File: config.mk
export PLATFORM = sky130hd
export DESIGN_NAME = pop_multiple_sequencer
export DESIGN_NICKNAME = d
export VERILOG_FILES = /design/src/rtl/pop_multiple_sequencer_pkg.sv /design/src/rtl/lowest_set_bit_encoder.sv /design/src/rtl/pop_multiple_sequencer.sv
export SDC_FILE = /design/constraint.sdc
export NUM_CORES = 1
export LEC_CHECK = 0
export ABC_AREA = 1
export BUFFER_PORTS_ARGS = -buffer_cell sky130_fd_sc_hd__buf_2
export CORE_MARGIN = 2
export CORE_UTILIZATION = 48
export DETAILED_ROUTE_END_ITERATION = 8
export PLACE_DENSITY = 0.77
export SKIP_CTS_REPAIR_TIMING = 1
export SYNTH_ARGS = -nofsm -noshare
export SYNTH_HDL_FRONTEND = slang
export SYNTH_SLANG_ARGS = --single-unit
export TNS_END_PERCENT = 100
File: constraint.sdc
create_clock -name clk_i -period 1.7 [get_ports clk_i]
set_input_delay 0.17 -clock clk_i [delete_from_list [all_inputs] [get_ports clk_i]]
set_output_delay 0.17 -clock clk_i [all_outputs]
set_load 0.1 [all_outputs]
File: src/rtl/pop_multiple_sequencer_pkg.sv
// Shared types, register numbers and state encoding for the POP {reglist[, PC]} sequencer.
// The helper is_active marks the states that hold the pipeline off the write port.
package pop_multiple_sequencer_pkg;

   typedef logic reg_file_write_sig;
   typedef logic branch_from_wb;

   typedef enum logic [2:0] {
      IDLE   = 3'd0,
      READ   = 3'd1,
      SP_WB  = 3'd2,
      BRANCH = 3'd3,
      DONE   = 3'd4
   } pop_seq_state_e;

   localparam int REG_SP         = 13;
   localparam int REG_PC         = 15;
   localparam int POP_LIST_WIDTH = 9;

   function automatic logic is_active(input pop_seq_state_e s);
      return (s == READ) || (s == SP_WB) || (s == BRANCH);
   endfunction

endpackage

File: src/rtl/lowest_set_bit_encoder.sv
// Combinational priority encoder: index of the lowest set bit of a list, plus a valid flag.
module lowest_set_bit_encoder #(
   parameter int WIDTH = 9,
   parameter int IDX_W = $clog2(WIDTH)
) (
   input  logic [WIDTH-1:0] bits,
   output logic [IDX_W-1:0] idx,
   output logic             valid
);

   // Scan from the top so the lowest set bit is the last one to assign idx.
   always_comb begin
      idx   = '0;
      valid = |bits;
      for (int i = WIDTH - 1; i >= 0; i--) begin
         if (bits[i]) begin
            idx = IDX_W'(i);
         end
      end
   end

endmodule

File: src/rtl/pop_multiple_sequencer.sv
// Multi-cycle Thumb POP sequencer beside write-back: one read per listed register, optional SP
// write-back (enabled by macro POP_SEQ_SP_WRITEBACK_EN), and a write-back branch when PC is popped.
module pop_multiple_sequencer
   import pop_multiple_sequencer_pkg::*;
#(
   parameter int WORD       = 32,
   parameter int ADDR_WIDTH = 4,
   parameter int LIST_WIDTH = POP_LIST_WIDTH
) (
   input  logic                  clk_i,
   input  logic                  rst_n_i,
   input  logic                  start_i,
   input  logic [LIST_WIDTH-1:0] reg_list_i,
   input  logic [WORD-1:0]       base_addr_i,
   output logic                  mem_req_o,
   output logic [WORD-1:0]       mem_addr_o,
   input  logic                  mem_ack_i,
   input  logic [WORD-1:0]       mem_rdata_i,
   output reg_file_write_sig     reg_file_write_en_o,
   output logic [ADDR_WIDTH-1:0] reg_dest_addr_o,
   output logic [WORD-1:0]       reg_data_o,
   output branch_from_wb         branch_from_wb_o,
   output logic [WORD-1:0]       program_counter_o,
   output logic                  busy_o,
   output logic                  done_o
);

   localparam int IDX_W = $clog2(LIST_WIDTH);
   localparam logic [IDX_W-1:0] PC_BIT = IDX_W'(LIST_WIDTH - 1);

   pop_seq_state_e        state_reg, state_next;
   logic [LIST_WIDTH-1:0] list_reg, list_next;
   logic [WORD-1:0]       addr_reg, addr_next;
   logic [WORD-1:0]       pc_reg, pc_next;
   logic                  pc_listed_reg, pc_listed_next;

   logic [IDX_W-1:0]      low_idx;
   logic                  low_valid;

   logic                  req_next;
   logic [WORD-1:0]       mem_addr_next;
   logic                  wr_en_next;
   logic [ADDR_WIDTH-1:0] dest_next;
   logic [WORD-1:0]       data_next;
   logic                  branch_next;
   logic [WORD-1:0]       target_next;
   logic                  busy_next;
   logic                  done_next;

   lowest_set_bit_encoder #(
      .WIDTH (LIST_WIDTH),
      .IDX_W (IDX_W)
   ) u_low_bit (
      .bits  (list_reg),
      .idx   (low_idx),
      .valid (low_valid)
   );

`ifdef POP_SEQ_SP_WRITEBACK_EN
   localparam int CNT_W = $clog2(LIST_WIDTH + 1);

   logic [WORD-1:0]  base_reg;
   logic [CNT_W-1:0] cnt_reg;
   logic [WORD-1:0]  sp_value;

   always_ff @(posedge clk_i) begin
      if (!rst_n_i) begin
         base_reg <= '0;
         cnt_reg  <= '0;
      end else if (state_reg == IDLE && start_i && (|reg_list_i)) begin
         base_reg <= base_addr_i;
         cnt_reg  <= '0;
      end else if (state_reg == READ && mem_ack_i) begin
         cnt_reg  <= cnt_reg + CNT_W'(1);
      end
   end

   assign sp_value = base_reg + (WORD'(cnt_reg) << 2);
`endif

   always_comb begin
      state_next     = state_reg;
      list_next      = list_reg;
      addr_next      = addr_reg;
      pc_next        = pc_reg;
      pc_listed_next = pc_listed_reg;
      wr_en_next     = 1'b0;
      dest_next      = '0;
      data_next      = '0;
      branch_next    = 1'b0;
      target_next    = '0;
      done_next      = 1'b0;

      case (state_reg)
         IDLE: begin
            if (start_i) begin
               if (|reg_list_i) begin
                  list_next      = reg_list_i;
                  addr_next      = base_addr_i;
                  pc_listed_next = reg_list_i[LIST_WIDTH-1];
                  pc_next        = '0;
                  state_next     = READ;
               end else begin
                  state_next = DONE;
               end
            end
         end
         READ: begin
            if (mem_ack_i && low_valid) begin
               // Clearing the lowest set bit advances to the next register in ascending order.
               list_next = list_reg & (list_reg - LIST_WIDTH'(1));
               addr_next = addr_reg + WORD'(4);
               if (low_idx != PC_BIT) begin
                  wr_en_next = 1'b1;
                  dest_next  = ADDR_WIDTH'(low_idx);
                  data_next  = mem_rdata_i;
               end else begin
                  pc_next = mem_rdata_i;
               end
               if (list_next == '0) begin
`ifdef POP_SEQ_SP_WRITEBACK_EN
                  state_next = SP_WB;
`else
                  state_next = pc_listed_reg ? BRANCH : DONE;
`endif
               end
            end
         end
`ifdef POP_SEQ_SP_WRITEBACK_EN
         SP_WB: begin
            wr_en_next = 1'b1;
            dest_next  = ADDR_WIDTH'(REG_SP);
            data_next  = sp_value;
            state_next = pc_listed_reg ? BRANCH : DONE;
         end
`endif
         BRANCH: begin
            branch_next = 1'b1;
            target_next = pc_reg;
            state_next  = DONE;
         end
         DONE: begin
            done_next  = 1'b1;
            state_next = IDLE;
         end
         default: begin
            state_next = IDLE;
         end
      endcase

      // Request leads the state so the read is on the bus in the first READ cycle.
      req_next      = (state_next == READ);
      mem_addr_next = req_next ? addr_next : '0;
      busy_next     = is_active(state_reg) || is_active(state_next);
   end

   always_ff @(posedge clk_i) begin
      if (!rst_n_i) begin
         state_reg           <= IDLE;
         list_reg            <= '0;
         addr_reg            <= '0;
         pc_reg              <= '0;
         pc_listed_reg       <= 1'b0;
         mem_req_o           <= 1'b0;
         mem_addr_o          <= '0;
         reg_file_write_en_o <= 1'b0;
         reg_dest_addr_o     <= '0;
         reg_data_o          <= '0;
         branch_from_wb_o    <= 1'b0;
         program_counter_o   <= '0;
         busy_o              <= 1'b0;
         done_o              <= 1'b0;
      end else begin
         state_reg           <= state_next;
         list_reg            <= list_next;
         addr_reg            <= addr_next;
         pc_reg              <= pc_next;
         pc_listed_reg       <= pc_listed_next;
         mem_req_o           <= req_next;
         mem_addr_o          <= mem_addr_next;
         reg_file_write_en_o <= wr_en_next;
         reg_dest_addr_o     <= dest_next;
         reg_data_o          <= data_next;
         branch_from_wb_o    <= branch_next;
         program_counter_o   <= target_next;
         busy_o              <= busy_next;
         done_o              <= done_next;
      end
   end

endmodule

==> impl_metrics.py <==
metrics = {
    "run_status": {
        "status": "finished, violations left",
        "violations": "negative hold slack, negative setup slack",
    },
    "floorplan": {
        "dieArea_sq_um": 17100,
        "num_io_pins": 182,
        "rows": 46,
        "die_y_microns": 131,
        "start_util_pct": 48.9,
        "core_sq_um": 15800,
        "die_w_microns": 131,
    },
    "placed_design": {
        "dp_hpwl_microns": 15100,
        "placed_area_sq_um": 9340,
        "gp_congestion": 0.977,
        "io_buffers": 181,
    },
    "cts": {
        "cts.htree.levels": 4,
        "cts_tree": "yes",
        "cts_sinks": 182,
        "ctsLongestPathBuffers": 2,
        "numCtsBuffers": 17,
        "clk_latency_ns": 0.44,
        "root_buffer": "clkbuf_16",
        "clk_pin_slew_ns": 0.07,
    },
    "hold_path": {
        "hp-start": "mem_rdata_i[24]",
        "hold_depth": 3,
        "hp-class": "in -> reg",
        "min_to": "reg_data_o[24]$_SDFF_PN0_",
    },
    "synthesis": {
        "ys_seq_area_share_pct": 47.2,
        "syn_nets": 1226,
        "ys_seq_elements": 182,
        "syn_avg_cell_area_sq_um": 6.72,
        "yosysWarnings": 0,
        "syn_area_sq_um": 7710,
        "synth_cells": 1148,
        "synth.distinct_cells": 34,
    },
    "power": {
        "powerDensity_nw_per_um2": 1100,
        "ir_drop_mv": 0.779,
        "p_leak_nw": 5.53,
    },
    "sta": {
        "max_slew.worst_pin.slew_ns": 0.535,
        "post-route-period-util_pct": 109,
        "relSlewSlack_pct": 64.6,
        "setup_viol": 79,
        "final_max_slew_viol_count": 0,
        "rsz0062_at_grt": "yes",
        "min_period_ns": 1.86,
        "clock.fmax_mhz": 538,
        "setup_ws_ns": -0.160,
        "whs_ns": -0.0295,
        "hold_viol_final": 17,
        "skew_ns": 0.0112,
    },
    "global_route": {
        "antenna_found_initial": 0,
        "grt_pass1_vias": 6953,
        "overflow": 0,
        "gr-usage-all-layers_pct": 23.9,
        "grt_pass1_wl_microns": 32300,
        "grt_max_degree": 47,
    },
    "setup_path": {
        "worstPathCellList": "nor2_4 > buf_6 > nand2_4 > o21ai_2 > nand2_1 > nor2_2 > nand3_2 > nand2_2 > nand2_2 > nand3_4 > clkbuf_16 > nor2_4",
        "crit_arrival_ns": 2.18,
        "critPathLaunchType": "register",
        "cp_top_family": "simple AND/OR/NAND/NOR gates",
        "crit_required_ns": 2.02,
        "cpPeakStageDelay_ns": 0.34,
        "reg2reg_depth": 12,
        "rr_startpoint": "list_reg[5]$_SDFFE_PN0P_",
        "r2r_end": "mem_addr_o[0]$_SDFF_PN0_",
        "worst-path-stages": 12,
        "regToRegSetupSlack_ns": -0.16,
        "critPathCaptureType": "register",
        "cp.buffers_inverters": 2,
        "cp_slowest_cell": "dfxtp_2",
        "path_max_fanout": 6,
        "crit_type": "reg -> reg",
    },
    "final_layout": {
        "final_layout_size_suffix_gt1_share_pct": 33.3,
        "nFillCells": 1283,
        "final_cell_mix": "nand2_1, nor2_1, buf_2",
        "nets": 1491,
        "final_core_util_pct": 70.1,
        "design_area_sq_um": 11100,
        "layout_commonest_cell": "nand2_1",
        "n_antenna_cell": 0,
        "synthToLayoutAreaGrowth_pct": 43.3,
    },
    "drt": {
        "wl_per_cell_microns": 14.4,
        "drt_pass1_iterations": 6,
        "vias_per_cell": 4.91,
        "drcViolationCount": 0,
        "via_count": 8058,
        "finalWirelength_microns": 23600,
        "ant_nets": 0,
        "drt-initial-drc-count": 686,
    },
    "flow_run": {
        "drv_cap": 0,
    },
}
metal layers:
layer  track usage (%)  vias to the layer above  routed length (microns)  share of wire, %
met5                 0                        -                        0                 0
met2              42.7                      337                    11700                50
li1                  -                     4026                        -                 -
met3              4.85                       72                     1590               6.7
met4              8.57                        0                      968               4.1
met1              28.4                     3623                     9330                40
worst reg2reg max path: cells and delay by family, from the launching register on:
kind	cells	cell delay (ns)
and+or+nand+nor	9	0.93
buffers and inverters	2	0.34
AOI/OAI and AO/OA	1	0.16
DFF	1	0.34
report_power, final:
part / switching [mW] / total, mW / internal (mW) / leakage (nW)
Combinational: 2.26 / 3.49 / 1.24 / 3.77
Sequential: 0.214 / 4.81 / 4.60 / 1.49
Clock: 1.88 / 3.82 / 1.95 / 0.273
Total: 4.35 / 12.1 / 7.78 / 5.53
worst max-delay path by stage:
stage / startpoint / endpoint / slack, ns
floorplan: list_reg[3]$_SDFFE_PN0P_ / pc_reg[21]$_SDFFE_PN0P_ / 0.04
global placement: list_reg[3]$_SDFFE_PN0P_ / mem_addr_o[30]$_SDFF_PN0_ / -0.15
detailed placement: list_reg[0]$_SDFFE_PN0P_ / mem_addr_o[4]$_SDFF_PN0_ / -0.13
CTS: list_reg[0]$_SDFFE_PN0P_ / mem_addr_o[12]$_SDFF_PN0_ / -0.15
global route: list_reg[5]$_SDFFE_PN0P_ / mem_addr_o[5]$_SDFF_PN0_ / -0.26
finish: list_reg[5]$_SDFFE_PN0P_ / mem_addr_o[0]$_SDFF_PN0_ / -0.16
final cells by class:
cell class	count	area, sq um	share of cell area [%]
timing repair buffer	292	2120	19.2
inverter	143	543	4.91
multi-input combinational	777	3880	35.1
clock inverter	14	139	1.26
sequential	182	3680	33.3
clock buffer	18	429	3.88
tap	216	270	2.44
through the flow:
stage / total power, mW / worst slack (ns) / TNS, ns / instances
2_1_floorplan: 6.80 / 0.0376 / 0 / 1148
3_3_place_gp: 7.58 / -0.148 / -4.81 / 1574
3_5_place_dp: 7.62 / -0.126 / -4.23 / 1574
4_1_cts: 11.4 / -0.149 / -5.21 / 1606
5_1_grt: 12.6 / -0.257 / -15.38 / 1642
6_report: 12.1 / -0.160 / -7.09 / 1642
synthesized netlist by cell type (all sizes together):
master | count | share of area, %
nand2 | 316 | 16
nor2 | 278 | 14
dfxtp | 182 | 47
inv | 142 | 6.9
o21ai | 64 | 4.2
nand3 | 47 | 3.2
buf | 28 | 2.0
nand4 | 25 | 2.0
a21oi | 20 | 1.5
clkbuf | 18 | 0.88
nor3 | 8 | 0.58
xnor2 | 4 | 0.45
xor2 | 4 | 0.45
a31oi | 2 | 0.16
mux2i | 2 | 0.26
nor4 | 2 | 0.16
and2 | 1 | 0.081
clkinv | 1 | 0.049
conb | 1 | 0.049
ha | 1 | 0.16
o21bai | 1 | 0.097
or2 | 1 | 0.081
cell families (layout without fill, tap and decap cells):
group           count (synthesis)  after routing  share of synthesized area, %
other cells                     1              1                        0.0486
compound gates                 87             87                          5.90
xor+xnor                        8              8                         0.908
mux                             2              2                         0.259
flops                         182            182                          47.2
fa+ha+maj                       1              1                         0.162
simple gates                  678            678                          35.7
buf+inv                       189            467                          9.81
No activity file was read; power rests on OpenSTA's default activity.
